===== config.mk =====
export PLATFORM = sky130hd
export DESIGN_NAME = update_packer_flat
export DESIGN_NICKNAME = d
export VERILOG_FILES = /design/src/rtl/update_packer_pkg.sv /design/src/rtl/update_packer_if.sv /design/src/rtl/update_packer_line_fifo.sv /design/src/rtl/update_packer.sv /design/src/flat_wrapper.sv
export SDC_FILE = /design/constraint.sdc
export NUM_CORES = 2
export LEC_CHECK = 0
export ABC_CLOCK_PERIOD_IN_PS = 18200
export CORE_MARGIN = 8
export CORE_UTILIZATION = 57
export DETAILED_ROUTE_END_ITERATION = 10
export DONT_BUFFER_PORTS = 1
export PLACE_DENSITY_LB_ADDON = 0.12
export SYNTH_ARGS = -nofsm -noshare
export SYNTH_HDL_FRONTEND = slang
export SYNTH_HIERARCHICAL = 1
export SYNTH_MEMORY_MAX_BITS = 65536
export SYNTH_SLANG_ARGS = --single-unit
export TNS_END_PERCENT = 5

===== constraint.sdc =====
create_clock -name clk -period 18.2 [get_ports clk]
set_input_delay 3.64 -clock clk [delete_from_list [all_inputs] [get_ports clk]]
set_output_delay 3.64 -clock clk [all_outputs]
set_load 0.01 [all_outputs]

===== src/rtl/update_packer_pkg.sv =====
// Shared definitions for the update packer: update word layout, line
// geometry, the empty-slot filler and the control FSM state encoding.
package update_packer_pkg;

    localparam int WORD_W     = 64;
    localparam int VAL_W      = 32;
    localparam int DST_LO     = VAL_W;             // destination ID sits above the value
    localparam int LINE_SLOTS = 8;
    localparam int LINE_W     = WORD_W * LINE_SLOTS;
    localparam int COUNT_W    = 4;                 // holds 1..8

    localparam logic [WORD_W-1:0] EMPTY_SLOT = 64'hFFFF_FFFF_FFFF_FFFF;

    typedef enum logic [1:0] {
        ST_IDLE  = 2'd0,
        ST_FLUSH = 2'd1,
        ST_DONE  = 2'd2
    } pk_state_t;

endpackage


===== src/rtl/update_packer_if.sv =====
// Update-in / line-out bus of the update packer.
//
// Handshake semantics: on the output side a line transfers on every rising
// edge where out_valid && out_ready; while out_valid is high and out_ready
// low, out_line/out_addr/out_count hold steady. The input side has no ready:
// in_valid words are taken every cycle and in_stall is an advisory,
// registered request for upstream to pause.
interface update_packer_if #(
    parameter int ADDR_W = 16
);
    logic [63:0]       in_word;
    logic              in_valid;
    logic              in_stall;
    logic              flush;
    logic              flush_done;
    logic [511:0]      out_line;
    logic [ADDR_W-1:0] out_addr;
    logic [3:0]        out_count;
    logic              out_valid;
    logic              out_ready;

    // Upstream producer plus memory write port side.
    modport master (
        output in_word, in_valid, flush, out_ready,
        input  in_stall, flush_done, out_line, out_addr, out_count, out_valid
    );

    // Packer side.
    modport slave (
        input  in_word, in_valid, flush, out_ready,
        output in_stall, flush_done, out_line, out_addr, out_count, out_valid
    );
endinterface


===== src/rtl/update_packer_line_fifo.sv =====
// Small first-word-fall-through FIFO for completed lines. The head entry is
// presented whenever valid is high; a push into a full FIFO is accepted only
// when a pop happens in the same cycle, otherwise it is ignored (the caller
// flags the loss). Data output reads as zero while empty.
module line_fifo #(
    parameter int W     = 8,
    parameter int DEPTH = 4
) (
    input  logic                     clk,
    input  logic                     rst,
    input  logic                     push,
    input  logic [W-1:0]             din,
    input  logic                     pop,
    output logic [W-1:0]             dout,
    output logic                     valid,
    output logic                     full,
    output logic [$clog2(DEPTH):0]   occ
);
    localparam int PW = $clog2(DEPTH);

    logic [W-1:0]  mem [DEPTH];
    logic [PW-1:0] rd_q;
    logic [PW-1:0] wr_q;
    logic [PW:0]   cnt_q;
    logic          do_push;
    logic          do_pop;

    assign valid   = (cnt_q != '0);
    assign full    = (cnt_q == (PW+1)'(DEPTH));
    assign do_pop  = pop && valid;
    assign do_push = push && (!full || do_pop);
    assign dout    = valid ? mem[rd_q] : '0;
    assign occ     = cnt_q;

    // Pointer and occupancy bookkeeping.
    always_ff @(posedge clk) begin
        if (rst) begin
            rd_q  <= '0;
            wr_q  <= '0;
            cnt_q <= '0;
        end else begin
            if (do_push) wr_q <= wr_q + PW'(1);
            if (do_pop)  rd_q <= rd_q + PW'(1);
            cnt_q <= cnt_q + (PW+1)'(do_push) - (PW+1)'(do_pop);
        end
    end

    // Storage; contents are only meaningful below the occupancy count.
    always_ff @(posedge clk) begin
        if (do_push) mem[wr_q] <= din;
    end

endmodule


===== src/rtl/update_packer.sv =====
// update_packer: bins 64-bit updates by destination partition, packs eight
// per bin into a 512-bit line and queues finished lines, with their write
// address, for the memory port. A flush drains partially filled bins.
// Optional macro UPDATE_PACKER_STATS_EN builds the saturating update/line
// counters; without it the stat ports read as zero.
module update_packer
    import update_packer_pkg::*;
#(
    parameter int NBINS      = 4,
    parameter int PART_SHIFT = 16,
    parameter int BIN_LINES  = 1024,
    parameter int ADDR_W     = 16
) (
    input  logic           clk,
    input  logic           rst,
    update_packer_if.slave bus,
    output logic           err,
    output logic [31:0]    stat_updates,
    output logic [31:0]    stat_lines,
    output pk_state_t      state_dbg
);
    localparam int BW     = $clog2(NBINS);
    localparam int LW     = $clog2(BIN_LINES);
    localparam int FIFO_W = LINE_W + ADDR_W + COUNT_W;

    // Per-bin line buffers, slot counts and line pointers.
    logic [LINE_SLOTS-1:0][WORD_W-1:0] line_buf [NBINS];
    logic [2:0]                        cnt      [NBINS];
    logic [LW-1:0]                     wptr     [NBINS];

    pk_state_t     state_q, state_d;
    logic [BW-1:0] scan_q, scan_d;
    logic          flush_fire;

    logic [BW-1:0] in_bin;
    logic          accept;
    logic          line_full;
    logic          push;
    logic          pop;
    logic          push_ok;
    logic          drop;
    logic          wrap_evt;

    logic [LINE_W-1:0]  push_line;
    logic [ADDR_W-1:0]  push_addr;
    logic [COUNT_W-1:0] push_count;

    logic [FIFO_W-1:0] fifo_dout;
    logic              fifo_valid;
    logic              fifo_full;
    logic [2:0]        fifo_occ;
    logic [2:0]        occ_next;
    logic              in_stall_q;
    logic              flush_done_q;

    assign in_bin    = bus.in_word[DST_LO+PART_SHIFT +: BW];
    assign accept    = bus.in_valid && (state_q == ST_IDLE);
    assign line_full = accept && (cnt[in_bin] == 3'd7);
    assign push      = line_full || flush_fire;
    assign pop       = fifo_valid && bus.out_ready;
    assign push_ok   = push && (!fifo_full || pop);
    assign drop      = push && fifo_full && !pop;
    assign wrap_evt  = (line_full && (&wptr[in_bin])) || (flush_fire && (&wptr[scan_q]));
    assign occ_next  = fifo_occ + 3'(push_ok) - 3'(pop);

    // Control state register.
    always_ff @(posedge clk) begin
        if (rst) begin
            state_q <= ST_IDLE;
            scan_q  <= '0;
        end else begin
            state_q <= state_d;
            scan_q  <= scan_d;
        end
    end

    // Flush scan: one bin per cycle, holding while the FIFO has no room.
    always_comb begin
        state_d    = state_q;
        scan_d     = scan_q;
        flush_fire = 1'b0;
        case (state_q)
            ST_IDLE: begin
                if (bus.flush) begin
                    state_d = ST_FLUSH;
                    scan_d  = '0;
                end
            end
            ST_FLUSH: begin
                if (!(fifo_full && !pop)) begin
                    flush_fire = (cnt[scan_q] != 3'd0);
                    if (scan_q == BW'(NBINS-1)) state_d = ST_DONE;
                    else                        scan_d  = scan_q + BW'(1);
                end
            end
            ST_DONE:  state_d = ST_IDLE;
            default:  state_d = ST_IDLE;
        endcase
    end

    // Line assembly for either a completed bin or a partial flush.
    always_comb begin
        push_line  = '0;
        push_addr  = '0;
        push_count = '0;
        if (flush_fire) begin
            for (int k = 0; k < LINE_SLOTS; k++) begin
                push_line[k*WORD_W +: WORD_W] = (3'(k) < cnt[scan_q]) ? line_buf[scan_q][k] : EMPTY_SLOT;
            end
            push_addr  = ADDR_W'({scan_q, wptr[scan_q]});
            push_count = {1'b0, cnt[scan_q]};
        end else begin
            push_line                               = line_buf[in_bin];
            push_line[LINE_W-1 -: WORD_W]           = bus.in_word;
            push_addr                               = ADDR_W'({in_bin, wptr[in_bin]});
            push_count                              = COUNT_W'(LINE_SLOTS);
        end
    end

    // Slot counts and line pointers; pointers survive flushes.
    always_ff @(posedge clk) begin
        if (rst) begin
            for (int b = 0; b < NBINS; b++) begin
                cnt[b]  <= '0;
                wptr[b] <= '0;
            end
        end else begin
            if (accept) begin
                cnt[in_bin] <= cnt[in_bin] + 3'd1;
                if (line_full) wptr[in_bin] <= wptr[in_bin] + LW'(1);
            end
            if (flush_fire) begin
                cnt[scan_q]  <= '0;
                wptr[scan_q] <= wptr[scan_q] + LW'(1);
            end
        end
    end

    // Slot storage; stale slots are masked by the count.
    always_ff @(posedge clk) begin
        if (accept) line_buf[in_bin][cnt[in_bin]] <= bus.in_word;
    end

    // Registered stall request, flush completion pulse and sticky error.
    always_ff @(posedge clk) begin
        if (rst) begin
            in_stall_q   <= 1'b0;
            flush_done_q <= 1'b0;
            err          <= 1'b0;
        end else begin
            in_stall_q   <= (occ_next >= 3'd2);
            flush_done_q <= (state_q == ST_DONE);
            if (drop || wrap_evt || (bus.in_valid && state_q != ST_IDLE)) err <= 1'b1;
        end
    end

    line_fifo #(
        .W     (FIFO_W),
        .DEPTH (4)
    ) u_fifo (
        .clk   (clk),
        .rst   (rst),
        .push  (push),
        .din   ({push_line, push_addr, push_count}),
        .pop   (pop),
        .dout  (fifo_dout),
        .valid (fifo_valid),
        .full  (fifo_full),
        .occ   (fifo_occ)
    );

    assign {bus.out_line, bus.out_addr, bus.out_count} = fifo_dout;
    assign bus.out_valid  = fifo_valid;
    assign bus.in_stall   = in_stall_q;
    assign bus.flush_done = flush_done_q;
    assign state_dbg      = state_q;

`ifdef UPDATE_PACKER_STATS_EN
    // Saturating counters of accepted words and delivered lines.
    always_ff @(posedge clk) begin
        if (rst) begin
            stat_updates <= '0;
            stat_lines   <= '0;
        end else begin
            if (accept && (stat_updates != 32'hFFFF_FFFF)) stat_updates <= stat_updates + 32'd1;
            if (pop && (stat_lines != 32'hFFFF_FFFF))      stat_lines   <= stat_lines + 32'd1;
        end
    end
`else
    assign stat_updates = '0;
    assign stat_lines   = '0;
`endif

endmodule


===== src/flat_wrapper.sv =====
// flat-port wrapper written by rule: the top's interface ports become plain ports
module update_packer_flat import update_packer_pkg::*;
#(
    parameter int NBINS      = 4,
    parameter int PART_SHIFT = 16,
    parameter int BIN_LINES  = 1024,
    parameter int ADDR_W     = 16
)
  (clk, rst, err, stat_updates, stat_lines, state_dbg, bus_in_word, bus_in_valid, bus_flush, bus_out_ready, bus_in_stall, bus_flush_done, bus_out_line, bus_out_addr, bus_out_count, bus_out_valid);
  update_packer_if #(.ADDR_W(ADDR_W)) bus_i ();
  input  logic clk;
  input  logic rst;
  output logic err;
  output logic [31:0] stat_updates;
  output logic [31:0] stat_lines;
  output pk_state_t state_dbg;
  input wire logic [$bits(bus_i.in_word)-1:0] bus_in_word;
  input wire logic [$bits(bus_i.in_valid)-1:0] bus_in_valid;
  input wire logic [$bits(bus_i.flush)-1:0] bus_flush;
  input wire logic [$bits(bus_i.out_ready)-1:0] bus_out_ready;
  output wire logic [$bits(bus_i.in_stall)-1:0] bus_in_stall;
  output wire logic [$bits(bus_i.flush_done)-1:0] bus_flush_done;
  output wire logic [$bits(bus_i.out_line)-1:0] bus_out_line;
  output wire logic [$bits(bus_i.out_addr)-1:0] bus_out_addr;
  output wire logic [$bits(bus_i.out_count)-1:0] bus_out_count;
  output wire logic [$bits(bus_i.out_valid)-1:0] bus_out_valid;
  assign bus_i.in_word = bus_in_word;
  assign bus_i.in_valid = bus_in_valid;
  assign bus_i.flush = bus_flush;
  assign bus_i.out_ready = bus_out_ready;
  assign bus_in_stall = bus_i.in_stall;
  assign bus_flush_done = bus_i.flush_done;
  assign bus_out_line = bus_i.out_line;
  assign bus_out_addr = bus_i.out_addr;
  assign bus_out_count = bus_i.out_count;
  assign bus_out_valid = bus_i.out_valid;
  update_packer #(.NBINS(NBINS), .PART_SHIFT(PART_SHIFT), .BIN_LINES(BIN_LINES), .ADDR_W(ADDR_W)) u_core (.clk(clk), .rst(rst), .bus(bus_i), .err(err), .stat_updates(stat_updates), .stat_lines(stat_lines), .state_dbg(state_dbg));
endmodule

==> out/metrics.cfg <==
[floorplanning]
num_rows = 198
floorplan.core_area_um2 = 291000
horiz_die_dim_um = 556
number_of_placed_i_o_pins = 671
floorplan.initialDensity = 0.572
dieArea_um2 = 310000
die_y_um = 556

[global_route]
grt_util_all_layers = 0.266
antenna_found_initial = 48
gr-total-overflow = 0
via_count_of_the_first_global_routing_pass = 82766
grt_pass1_wl_um = 593000
pin_count_of_the_biggest_net_entering_global_routing = 501

[place]
placed_area_um2 = 170000
dp_cells = 11680
gpl.final_weighted_congestion = 0.754
post-place-ws_ns = 8.55
port_buffers = 0
hpwl_um = 230000

[finish]
finalInstanceArea_um2 = 183000
finish.net_count = 8269
multi_input_comb_area_um2 = 44100
num-fill-cells = 19901
post_layout_nonfiller_instances = 12462
area.growth.synth_to_final_pct = 9.81
footprint_of_the_flip_flops_and_latches_um2 = 120000
drive_gt1_frac = 0.257
final_util = 0.629

[synth]
synth_edf_count = 3972
synth-seq-cells = 3990
ys.flop_type = edfxtp_1
synth_seq_area_share = 0.719
main_combinational_cell_family_by_area_after_synthesis = multiplexers
synthAdderAreaFrac = 0.00114
post-synth-top-count-cell = edfxtp_1
synth-compound-area-share = 0.0160
synth_warnings = 6
synth_simple_gate_area_share = 0.0467
synth_cell_type_count = 61
synth_top_cells_by_area = edfxtp_1, mux4_2, and2_1
yosys.area_share.xor_xnor = 0.000579
syn-instance-count = 8181
netlist.top_cell.by_area = edfxtp_1
synthArstFlopShare = 0
synthDominantCellAreaShare = 0.716
post_synth_instance_area_um2 = 166000
synth_commonest_cells = edfxtp_1, mux4_2, nor2_1
synth_mux_area_frac = 0.197
synthesis.area_per_instance_um2 = 20.4

[status]
outcome = complete, but fails checks
violations = slew limit

[worst_setup_path]
worst-r2r-setup-slack_ns = 10.55
worstPathBufferInverterCount = 5
critical_path_arrival_ns = 9.47
worstSetupStartpointType = primary input
timing.reg2reg.worst_path_depth = 10
critical_path.most_common_cell = buf_4
cp_cell_sequence = buf_16, mux4_2, ha_1, ha_1, a31oi_1, inv_1, a21boi_1, and2_4, buf_4, buf_4, buf_4
worst_ep_required_time_ns = 18.73
critical_path_peak_fanout = 115
cp-end-kind = flop
crit_cells = 11
crit_type = primary input to flop
crit_path_max_delay_family = buffers and inverters
crit_path_max_incr_delay_ns = 0.91
critPathSlowestCell = buf_4

[route]
dr_total_vias = 81189
via_density_per_instance = 6.51
wl_per_cell_um = 33.4
drt_pre_antenna_iters = 6
drtIter0Drc = 8633
postRouteAntennaNets = 0
wl_um = 416000
route.detailed.drc = 0

[timing]
fin_crit_ns = 8.94
worst_slack_ns = 9.26
timing.final.hold_violations = 0
maxClockFrequency_mhz = 112
slew_viol_final = 234
final-setup-viol-count = 0
fin_worst_skew_ns = 0.0358
worstMarginPinSlew_ns = 2.33
relSlewSlack = -0.556
timing.final.crit_share = 0.491
rsz0062_at_grt = false

[cts]
htree_num_levels = 5
tritoncts.num_buffers = 400
cts_hold_buf = 0
clock_sinks = 3990
cts_tree = done
clock_tree.buffer_depth = 4
clk_pin_slew_ns = 0.06
cts.root.buffer_cell = clkbuf_16
insertion_delay_ns = 0.92
post_cts_resized = 0
cts_setup_buffers = 0

[job]
maxCapViolCount = 0

[power_and_ir_drop]
total_power_w = 0.0226
power.density_cell_area_nw_per_um2 = 123
power.static_leakage_nw = 56.2
worst_ir_drop_vdd_uv = 117

[hold_path]
timing.hold.worst.class = flop to flop
worst_hold_path.num_cells = 2

## metrics by stage
step | hold slack, ns | setup TNS, ns
6_report | 0.506 | 0
3_5_place_dp | 0.497 | 0
2_1_floorplan | 0.478 | -5.35
3_3_place_gp | 0.491 | 0
5_1_grt | 0.547 | 0
4_1_cts | 0.512 | 0
## flip-flops by register name, summed over array words and instances (netlist names), named ones only
name,cells
u_core/state_dbg,2
u_core/line_buf,1792
u_core/u_fifo/mem,2128
u_core/err,1
u_core/bus.in_stall,1
u_core/scan_q,2
u_core/bus.flush_done,1
u_core/cnt,12
u_core/u_fifo/occ,3
u_core/wptr,40
u_core/u_fifo/rd_q,2
u_core/u_fifo/wr_q,2
## path summary, 6_finish.rpt
path,endpoint,from
setup / recovery,u_core/u_fifo/mem[2][427],bus_in_word[48]
setup reg to reg,u_core/u_fifo/mem[2][427],flop
hold reg to reg,flop,u_core/u_fifo/rd_q[0]
hold / removal,flop,u_core/u_fifo/rd_q[0]
## metal layers
layer,track usage,share of wire,vias up
met4,0.0842,0.033,0
met2,0.438,0.50,3351
met1,0.367,0.38,43803
met3,0.0496,0.092,571
met5,0,0,-
li1,-,-,33464
## report_power, final
group	total [W]	internal, W	switching [W]
combinational	0.00370	0.00129	0.00241
clock	0.00808	0.00463	0.00346
sequential	0.0108	0.0107	0.000111
## final cells by class
cell class | count | share of cell area
Antenna cell | 43 | 0.000589
Clock buffer | 486 | 0.0570
Clock inverter | 249 | 0.0133
Inverter | 22 | 0.000479
Multi-Input combinational cell | 3650 | 0.241
Sequential cell | 3990 | 0.654
Tap cell | 3900 | 0.0267
Timing Repair Buffer | 122 | 0.00620
## cell families (layout without fill, tap and decap cells)
group                    Yosys count  in the layout
adder cells (fa/ha/maj)           14             14
buffers and inverters            620            879
XOR/XNOR                          11             11
AO/OA/AOI/OAI                    456            456
AND/OR/NAND/NOR                 1630           1630
multiplexers                    1459           1459
flip-flops                      3990           3990
other                              1            123
## tightest hold or removal path, cell delays in order, from the launching register on
cell and delay, ns:
dfxtp_1 0.32, nand2b_1 0.08, o21ai_0 0.06
## layout by cell type (no fill, tap or decap), types with 28 or more instances in the layout
| cell type | n |
|---|---|
| nor2_1 | 553 |
| clkinv_1 | 102 |
| edfxtp_1 | 3972 |
| clkinv_2 | 68 |
| conb_1 | 80 |
| clkbuf_1 | 80 |
| nand2_1 | 388 |
| nor2_4 | 28 |
| clkbuf_16 | 403 |
| o21ai_0 | 78 |
| bufinv_16 | 38 |
| a21oi_1 | 270 |
| and2_1 | 534 |
| mux4_2 | 1454 |
| diode_2 | 43 |
| o22a_1 | 66 |
| or2_1 | 64 |
| buf_4 | 107 |
No activity file was read; power rests on OpenSTA's default activity.
